==> src/rtl/rtc_access_scheduler.sv <==
// Arbiter and sequencer for the shared RTC parallel bus: init > write > read, fixed-length grants plus guard gap.
// Optional periodic auto-read is compiled in with RTC_AUTO_READ_EN.
module rtc_access_scheduler #(
    parameter int unsigned INIT_CYCLES  = 70,
    parameter int unsigned WRITE_CYCLES = 247,
    parameter int unsigned READ_CYCLES  = 247,
    parameter int unsigned GUARD_CYCLES = 4,
    parameter int unsigned READ_PERIOD  = 1000000
) (
    input  logic       clk,
    input  logic       reset,
    input  logic       write_req,
    input  logic       read_req,
    output logic       do_it_init,
    output logic       do_it_escribir,
    output logic       do_it_leer,
    output logic [1:0] bus_sel,
    output logic       busy,
    output logic       init_done,
    output logic       write_ack,
    output logic       read_valid
);

    localparam logic [2:0] ST_IDLE  = 3'd0;
    localparam logic [2:0] ST_INIT  = 3'd1;
    localparam logic [2:0] ST_WRITE = 3'd2;
    localparam logic [2:0] ST_READ  = 3'd3;
    localparam logic [2:0] ST_GUARD = 3'd4;

    localparam logic [8:0] INIT_M1  = 9'(INIT_CYCLES - 1);
    localparam logic [8:0] WRITE_M1 = 9'(WRITE_CYCLES - 1);
    localparam logic [8:0] READ_M1  = 9'(READ_CYCLES - 1);
    localparam logic [8:0] GUARD_M1 = 9'(GUARD_CYCLES - 1);

    if (READ_PERIOD <= READ_CYCLES + GUARD_CYCLES) begin : g_bad_period
        $error("READ_PERIOD must exceed READ_CYCLES + GUARD_CYCLES");
    end

    logic [2:0] r_state;
    logic [8:0] r_timer;
    logic       r_init_pend;
    logic       r_write_pend;
    logic       r_read_pend;
    logic       r_do_it_init;
    logic       r_do_it_escribir;
    logic       r_do_it_leer;
    logic [1:0] r_bus_sel;
    logic       r_busy;
    logic       r_init_done;
    logic       r_write_ack;
    logic       r_read_valid;
    logic       w_tick;

`ifdef RTC_AUTO_READ_EN
    localparam logic [23:0] PERIOD_M1 = 24'(READ_PERIOD - 1);
    logic [23:0] r_period;

    always_ff @(posedge clk or negedge reset) begin
        if (!reset) begin
            r_period <= '0;
        end else if (r_period == PERIOD_M1) begin
            r_period <= '0;
        end else begin
            r_period <= r_period + 24'd1;
        end
    end

    assign w_tick = (r_period == PERIOD_M1);
`else
    assign w_tick = 1'b0;
`endif

    always_ff @(posedge clk or negedge reset) begin
        if (!reset) begin
            r_state          <= ST_IDLE;
            r_timer          <= '0;
            r_init_pend      <= 1'b1;
            r_write_pend     <= 1'b0;
            r_read_pend      <= 1'b0;
            r_do_it_init     <= 1'b0;
            r_do_it_escribir <= 1'b0;
            r_do_it_leer     <= 1'b0;
            r_bus_sel        <= 2'b00;
            r_busy           <= 1'b0;
            r_init_done      <= 1'b0;
            r_write_ack      <= 1'b0;
            r_read_valid     <= 1'b0;
        end else begin
            r_do_it_init     <= 1'b0;
            r_do_it_escribir <= 1'b0;
            r_do_it_leer     <= 1'b0;
            r_write_ack      <= 1'b0;
            r_read_valid     <= 1'b0;
            if (write_req)           r_write_pend <= 1'b1;
            if (read_req || w_tick)  r_read_pend  <= 1'b1;

            // Grant clears below come later in the block, so they win over a same-edge set.
            case (r_state)
                ST_IDLE: begin
                    if (r_init_pend) begin
                        r_state      <= ST_INIT;
                        r_timer      <= INIT_M1;
                        r_init_pend  <= 1'b0;
                        r_do_it_init <= 1'b1;
                        r_bus_sel    <= 2'b01;
                        r_busy       <= 1'b1;
                    end else if (r_init_done && r_write_pend) begin
                        r_state          <= ST_WRITE;
                        r_timer          <= WRITE_M1;
                        r_write_pend     <= 1'b0;
                        r_do_it_escribir <= 1'b1;
                        r_bus_sel        <= 2'b10;
                        r_busy           <= 1'b1;
                    end else if (r_init_done && r_read_pend) begin
                        r_state      <= ST_READ;
                        r_timer      <= READ_M1;
                        r_read_pend  <= 1'b0;
                        r_do_it_leer <= 1'b1;
                        r_bus_sel    <= 2'b11;
                        r_busy       <= 1'b1;
                    end
                end
                ST_INIT, ST_WRITE, ST_READ: begin
                    if (r_timer == '0) begin
                        r_state   <= ST_GUARD;
                        r_timer   <= GUARD_M1;
                        r_bus_sel <= 2'b00;
                        if (r_state == ST_INIT)  r_init_done  <= 1'b1;
                        if (r_state == ST_WRITE) r_write_ack  <= 1'b1;
                        if (r_state == ST_READ)  r_read_valid <= 1'b1;
                    end else begin
                        r_timer <= r_timer - 9'd1;
                    end
                end
                ST_GUARD: begin
                    if (r_timer == '0) begin
                        r_state <= ST_IDLE;
                        r_busy  <= 1'b0;
                    end else begin
                        r_timer <= r_timer - 9'd1;
                    end
                end
                default: begin
                    r_state   <= ST_IDLE;
                    r_bus_sel <= 2'b00;
                    r_busy    <= 1'b0;
                end
            endcase
        end
    end

    assign do_it_init     = r_do_it_init;
    assign do_it_escribir = r_do_it_escribir;
    assign do_it_leer     = r_do_it_leer;
    assign bus_sel        = r_bus_sel;
    assign busy           = r_busy;
    assign init_done      = r_init_done;
    assign write_ack      = r_write_ack;
    assign read_valid     = r_read_valid;

endmodule

==> config.mk <==
export PLATFORM = sky130hd
export DESIGN_NAME = rtc_access_scheduler
export DESIGN_NICKNAME = d
export VERILOG_FILES = /design/src/rtl/rtc_access_scheduler.sv
export SDC_FILE = /design/constraint.sdc
export NUM_CORES = 1
export LEC_CHECK = 0
export BUFFER_PORTS_ARGS = -buffer_cell sky130_fd_sc_hd__buf_2
export CORE_ASPECT_RATIO = 0.7
export CORE_UTILIZATION = 61
export DETAILED_ROUTE_END_ITERATION = 8
export PLACE_DENSITY = 0.8
export SYNTH_ARGS = -nofsm -noshare
export SYNTH_HDL_FRONTEND = slang
export SYNTH_SLANG_ARGS = --single-unit
==> constraint.sdc <==
create_clock -name clk -period 5.35 [get_ports clk]
set_input_delay 1.07 -clock clk [delete_from_list [all_inputs] [get_ports clk]]
set_output_delay 1.07 -clock clk [all_outputs]
set_load 0.02 [all_outputs]
# Yosys cells after proc, flatten, opt, wreduce, memory -nomap -nowiden
# Index checks and enable logic that the tools add are counted.
[word_totals]
word_cells = 81
input_bits = 4
register_bits = 24
[op_classes]
mux = 46
bitwise = 2
add_sub_neg = 1
eq_ne = 8
reduce_logical = 11
[op_table]
columns = ["op", "n"]
rows = [
  ["9-bit 2-to-1 mux", 5],
  ["1-bit 2-to-1 mux", 28],
  ["9-bit case mux with 3 select lines", 1],
  ["3-bit 2-to-1 mux", 5],
  ["3-bit AND reduction", 5],
  ["9-bit zero test", 1],
  ["3-bit case mux with 3 select lines", 1],
  ["9-bit by 1-bit subtractor with 9-bit output (second input constant)", 1],
  ["2-bit 2-to-1 mux", 4],
  ["3-bit by 2-bit equality test with 1-bit output (second input constant)", 2],
  ["2-bit != test (second input constant)", 3],
  ["2-bit case mux with 3 select lines", 1],
  ["4-bit != test (second input constant)", 1],
  ["3-bit by 1-bit equality test with 1-bit output (second input constant)", 1],
  ["3-bit equality test (second input constant)", 1],
  ["3-bit zero test", 1],
  ["1-bit case mux with 3 select lines", 1],
  ["3-bit nonzero test", 1],
  ["3-bit OR reduction", 1],
  ["1-bit logical AND", 2],
  ["1-bit NOT", 2],
]

# Longest topological paths before layout
# Gate-level depths: netlist of run 1.
[logic_depth]
ltp_word = 5
mapped_depth = 8

# Worst setup path before layout of run 1
# Ideal clock, no wire load.
[synth_path]
path_kind = "reg-to-reg"
from = "register r_timer[0]"
to = "register r_timer[5]"
path_stages_with_launch = 9
arrival_time_ns = 1.880
synth_period_minus_slack_ns = 2.002
path_slack_ns = 3.348
setup_ns = 0.122
cell_sequence = "dfrtp_1 > inv_1 > ha_1 > or4b_1 > or2_1 > buf_6 > a21boi_4 > o21ai_1 > a32o_1"
[synth_via]
elab_chain_len = 3
word_cells_on_any_way = 7
[synth_rtl]
columns = ["element", "line_no", "source"]
rows = [
  ["start: declaration", "40", "logic [8:0] r_timer;"],
  ["start signal: assignment", "132", "r_timer <= r_timer - 9'd1;"],
  ["start signal: assignment", "140", "r_timer <= r_timer - 9'd1;"],
  ["9-bit by 1-bit subtractor with 9-bit output / 9-bit zero test (equally long branches)", "-", ""],
  ["9-bit 2-to-1 mux, or another cell as far along", "136", "if (r_timer == '0) begin"],
  ["9-bit case mux with 3 select lines / 3-bit AND reduction (equally long branches)", "-", ""],
]
# Parallel ways exist; a longest one is shown, timed or not. The select of a mux whose other input is x is not followed.
# A chain may end at the register's enable or synchronous reset.

# Worst setup path after layout of run 1
[layout_path]
from = "register r_timer[0]"
to = "register r_timer[4]"
# The elaborated chain is that of the path after synthesis.

==> results of run 1 <==
-- cells by family after synthesis --
| logic type | count (synthesis) | share of synthesized area [%] |
|---|---|---|
| flip-flops | 24 | 46.3 |
| adder cells (fa/ha/maj) | 2 | 1.93 |
| AND/OR/NAND/NOR | 56 | 21.8 |
| AO/OA/AOI/OAI | 46 | 25.2 |
| XOR/XNOR | 1 | 0.674 |
| buffers and inverters | 10 | 4.05 |
-- path summary, 6_finish.rpt --
kind | startpoint | slack (ps) | to
worst max-delay path | r_timer[0] | 3070 | r_timer[4]
worst min-delay path | r_timer[8] | 530 | r_timer[8]
worst max register to register | r_timer[0] | 3070 | r_timer[4]
worst min register to register | r_timer[8] | 530 | r_timer[8]
max in group asynchronous | reset | 4290 | r_init_pend
min in group asynchronous | reset | 700 | r_timer[6]
-- layer usage --
layer,up-vias,wire length (um),GRT usage [%]
met5,-,0,0
met4,0,22,5.49
met3,4,259,6.77
met2,55,1210,43.2
met1,548,1350,40.4
li1,535,-,-
-- per-stage QoR --
stage	power (mW)	worst slack (ps)	instance area (um2)	hold WS, ps	utilization, %
3_5_place_dp	0.189	3110	1350	503	69.7
5_1_grt	0.286	2930	1390	557	71.6
4_1_cts	0.281	3090	1390	531	71.6
3_3_place_gp	0.189	3130	1350	488	69.7
6_report	0.280	3070	1390	535	71.6
2_1_floorplan	0.185	3350	1300	466	-
-- placed cells by master, fill, tap and decap left out, types with 2 or more instances in the layout --
cell type and n:
nor3_1 4, clkbuf_4 3, nand2b_1 2, nand3_1 5, nor4_1 3, o311ai_0 2, inv_1 3, buf_2 12
a21oi_1 7, nor2_1 15, o21ai_1 4, ha_1 2, and3_1 2, dfrtp_1 23, o22ai_1 2, o31ai_1 3
a21o_1 3, nand2_1 15, a32o_1 6, o211ai_1 2, o21ai_0 10
-- final cells by class --
class / count / area share, %
multi-input cells: 105 / 46.5
well taps: 22 / 1.99
clock buffers: 4 / 2.62
inverters: 4 / 1.08
flip-flops and latches: 24 / 43.5
repair buffers: 12 / 4.34
-- power by group --
group | leakage, nW | switching (mW) | internal, mW | total, mW
combinational | 0.302 | 0.00347 | 0.000780 | 0.00425
sequential | 0.321 | 0.0000000000000000387 | 0.181 | 0.181
clock | 0.0210 | 0.0532 | 0.0416 | 0.0948
total | 0.644 | 0.0567 | 0.224 | 0.280
==> metrics, run 1 <==
outcome finished with violations; failing checks design-rule violations; drt wl/cell 16.6 um; number of port buffers 12; syn_nets 145; DIE AREA 2320 um2; Final Hold Viols 0; Setup crit end kind flop; Worst EP required 5570 ps; Non-Filler Instances 171; worst vdd ir 0.000167 V; max FFs per register 9; Stages on worst setup path 7; HP Class flop to flop; CP peak stage delay 520 ps; final net count between 150 and 200; critical path arrival roughly 2500 ps; H-tree Lvls 1; Tmin final 2280 ps; Synth cell types 41; Post-CTS Setup Inserts 0; crit path max-delay cell type or4b_1; register area share after synthesis 46.3%; Multi-input gate area 644 um2; Mapped Area around 1300 um2; Die Span Y 40.6 um; Slew @ Worst Pin 602 ps; Slew Limit Headroom 59.7%; initial antenna violation count 0; CP delay by family, top simple AND/OR/NAND/NOR gates; most common cell in the netlist dfrtp_1; clk slew on worst S/H paths between 100 and 150 ps; syn_area_per_cell 9.34 um2; Post-Route WL 2.84 mm; clk_lat worst skew 320 ps; Final setup viols 0; Tot GR Track Use 27.9%; Site Rows 13; Sum Neg Setup Slack 0 ps; DP HPWL 2.01 mm; # diodes 0; Vias/cell 6.68; vias in the first global route 927; die width 57.2 um; Reg area 602 um2; post_cts resized 0; Post-synth ARST share 100%; max-cap viol count 0; Clk Tree Root Cell clkbuf_4; Max Slew Vio Count 0; Final ANT Viol Nets 0; Syn-to-layout area delta 6.65%; worst reg2reg path depth 7; cell count of the worst hold path 1; CP startpoint kind flop; Post-synth top cells 23 x dfrtp_1, 15 x nand2_1, 15 x nor2_1; pin count of the biggest net entering global routing 25; I/O pin total 13; DR iter-0 viols between 70 and 80; Worst Path Max Fanout 10; RSZ-0062 raised after global routing no; Cells after Synth about 140; worst path cell trace inv_1, ha_1, or4b_1, or2_1, a21boi_4, o21ai_1, a32o_1; core area 1940 um2; Max Root-Sink Buffers 2; Pwr per Cell Area 203 nW/um2; cell taking the most area after synthesis dfrtp_1; synth top area cells dfrtp_1 44%, a32o_1 4.6%, nand2_1 4.3%; cts hold-fix bufs 0; critical path type flop to flop; Inserted Clock Buffers 3; routability cong. 0.878; drc violations 7; fin crit share 42.7%; Starting Density roughly two thirds; CTS tree built; Congestion Overflow GR 0; Initial DRT Pass Iterations 6; CTS sink cnt 24; Max Clock Skew between 5 and 6 ps; Synth warnings 0; FF+latch count, synth 24; Fill cells 155; area share of the largest cell type after synthesis roughly 44%; FMAX between 400 and 500 MHz; ratio of cells with drive above 1 in the final layout 16.1%; Lkg Pwr 0.644 nW; Top FF cell, synth dfrtp_1; global-route wire length before repair 4.54 mm; Post-synth EDFFs 0; Buf/Inv on CP 1; cell total after placement 167; Top reg by flops r_timer; Vias 1142
No activity file was read; power rests on OpenSTA's default activity.
==> run 2, diff against run 1 <==
Settings changed: CORE_UTILIZATION 61 to 57, PLACE_DENSITY 0.8 to 0.75.
Clock period 5.35 ns to 2.2 ns, I/O delays scaled along.
==> metrics, run 2 (synthesized netlist as in run 1, its figures left out) <==
outcome completed; Flop pwr share between 60% and 70%; Max Root-Sink Buffers 2; critical path type flop to flop; Setup crit end kind flop; combinational power share approximately 1.5%; Switching Power between 0.1 and 0.15 mW; max FFs per register 9; Slew @ Worst Pin 521 ps; Post-Route WL 2.95 mm; drt wl/cell 15.4 um; final net count 166; Clk Tree Root Cell clkbuf_4; Final ANT Viol Nets 0; Syn-to-layout area delta 14.3%; Pint between 0.5 and 0.6 mW; Sum Neg Setup Slack 0 ps; global-route wire length before repair 5.09 mm; Fill cells approximately 180; Congestion Overflow GR 0; DR iter-0 viols between 60 and 70; total power 0.683 mW; HP Class input port to async pin; Worst Path Max Fanout 6; Initial DRT Pass Iterations 5; Max Slew Vio Count 0; ratio of cells with drive above 1 in the final layout 22.6%; Starting Density 60.3%; post_cts resized 0; cts hold-fix bufs 0; switching portion of total power 20.3%; initial antenna violation count 0; Inserted Clock Buffers 3; CP delay by family, top simple AND/OR/NAND/NOR gates; CP peak stage delay ~490 ps; Lkg Pwr 0.693 nW; Buf/Inv on CP 1; Final Hold Viols 0; Final setup viols 0; Worst EP required 2420 ps; r2r setup slk 160 ps; drc violations 0; # diodes 0; worst path cell trace inv_1, ha_1, or4b_4, or2_4, a21boi_4, o21ai_1, a32o_1; core area 2150 um2; CTS tree built; Post-CTS Setup Inserts 0; FF-to-FF End r_timer[5]; most common cell after layout, fill and taps aside dfrtp_1; worst vdd ir 0.000369 V; clk_lat worst skew 320 ps; CP startpoint kind flop; Tmin final around 2000 ps; max-cap viol count 0; Top reg by flops r_timer; crit path max-delay cell type or4b_4; number of port buffers 12; Vias roughly 1200; clock power share 33.9%; RSZ-0062 raised after global routing no; FMAX 490 MHz; vias in the first global route about 1100; Die Span Y 41.9 um; H-tree Lvls 1; pin count of the biggest net entering global routing 25; Vias/cell 6.15; worst reg2reg path depth 7; DP HPWL 2.18 mm; clk slew on worst S/H paths approximately 140 ps; Max Clock Skew 12.5 ps; DIE AREA 2480 um2; critical path arrival 2260 ps; routability cong. around 0.93; CTS sink cnt 24; worst r2r src r_timer[1]; Pwr per Cell Area 460 nW/um2; fin crit share 92.8%; Slew Limit Headroom 65.3%; I/O pin total 13; die width 59.1 um; Tot GR Track Use 27.5%; Site Rows 14; leading cell types in the layout, fill and taps excluded 23 x dfrtp_1, 15 x nor2_1, 15 x nand2_1, 12 x buf_2
==> run 2: changes by cell type in the layout (fill, tap and decap cells not counted) <==
cell    change
buf_4      +10
nor2_2      -1
nor2_4      +1
or2_1       -1
or2_4       +1
or4b_1      -1
or4b_4      +1
==> run 2: power groups by stage <==
stage | sequential (mW) | combinational (mW) | clock [mW]
3_3_place_gp | 0.450 | 0.0108 | 0
3_5_place_dp | 0.450 | 0.0111 | 0
4_1_cts | 0.441 | 0.0110 | 0.239
6_report | 0.441 | 0.0104 | 0.231
5_1_grt | 0.441 | 0.0125 | 0.249
2_1_floorplan | 0.450 | 0.0000363 | 0
==> run 2: layer usage <==
metal  track usage (%)  wire, um  vias to the layer above
met2              36.8      1240                       57
met5                 0         0                        -
met4              6.19        44                        0
met3              7.48       219                        7
met1              43.7      1440                      554
li1                  -         -                      556
==> run 2: area by class of cell <==
type	count	area (um2)	share of cell area, %
Clock buffer	4	36.3	2.45
Multi-Input combinational cell	105	656	44.2
Timing Repair Buffer	22	135	9.11
Sequential cell	24	602	40.6
Tap cell	32	40.0	2.70
Inverter	4	15.0	1.01
==> run 2: worst max-delay path by stage <==
stage                     startpoint         end  slack [ps]  cells after the start
after global placement    r_timer[0]  r_timer[5]         140                      7
after CTS                 r_timer[0]  r_timer[5]          60                      7
after global routing      r_timer[0]  r_timer[4]          50                      7
after detailed placement  r_timer[0]  r_timer[5]          70                      7
final                     r_timer[1]  r_timer[5]         160                      7
after floorplan           r_timer[0]  r_timer[5]         200                      8
==> run 2: per-stage QoR <==
step                      setup slack (ps)  hold WS, ps  utilization (%)  instances  area (um2)
after global routing                  51.3          108             68.9        191        1480
final                                  158         72.3             68.9        191        1480
after detailed placement              74.3          447             66.7        187        1440
after floorplan                        198          144                -        139        1300
after CTS                             64.2         84.7             68.4        191        1470
after global placement                 145          437             66.7        187        1440
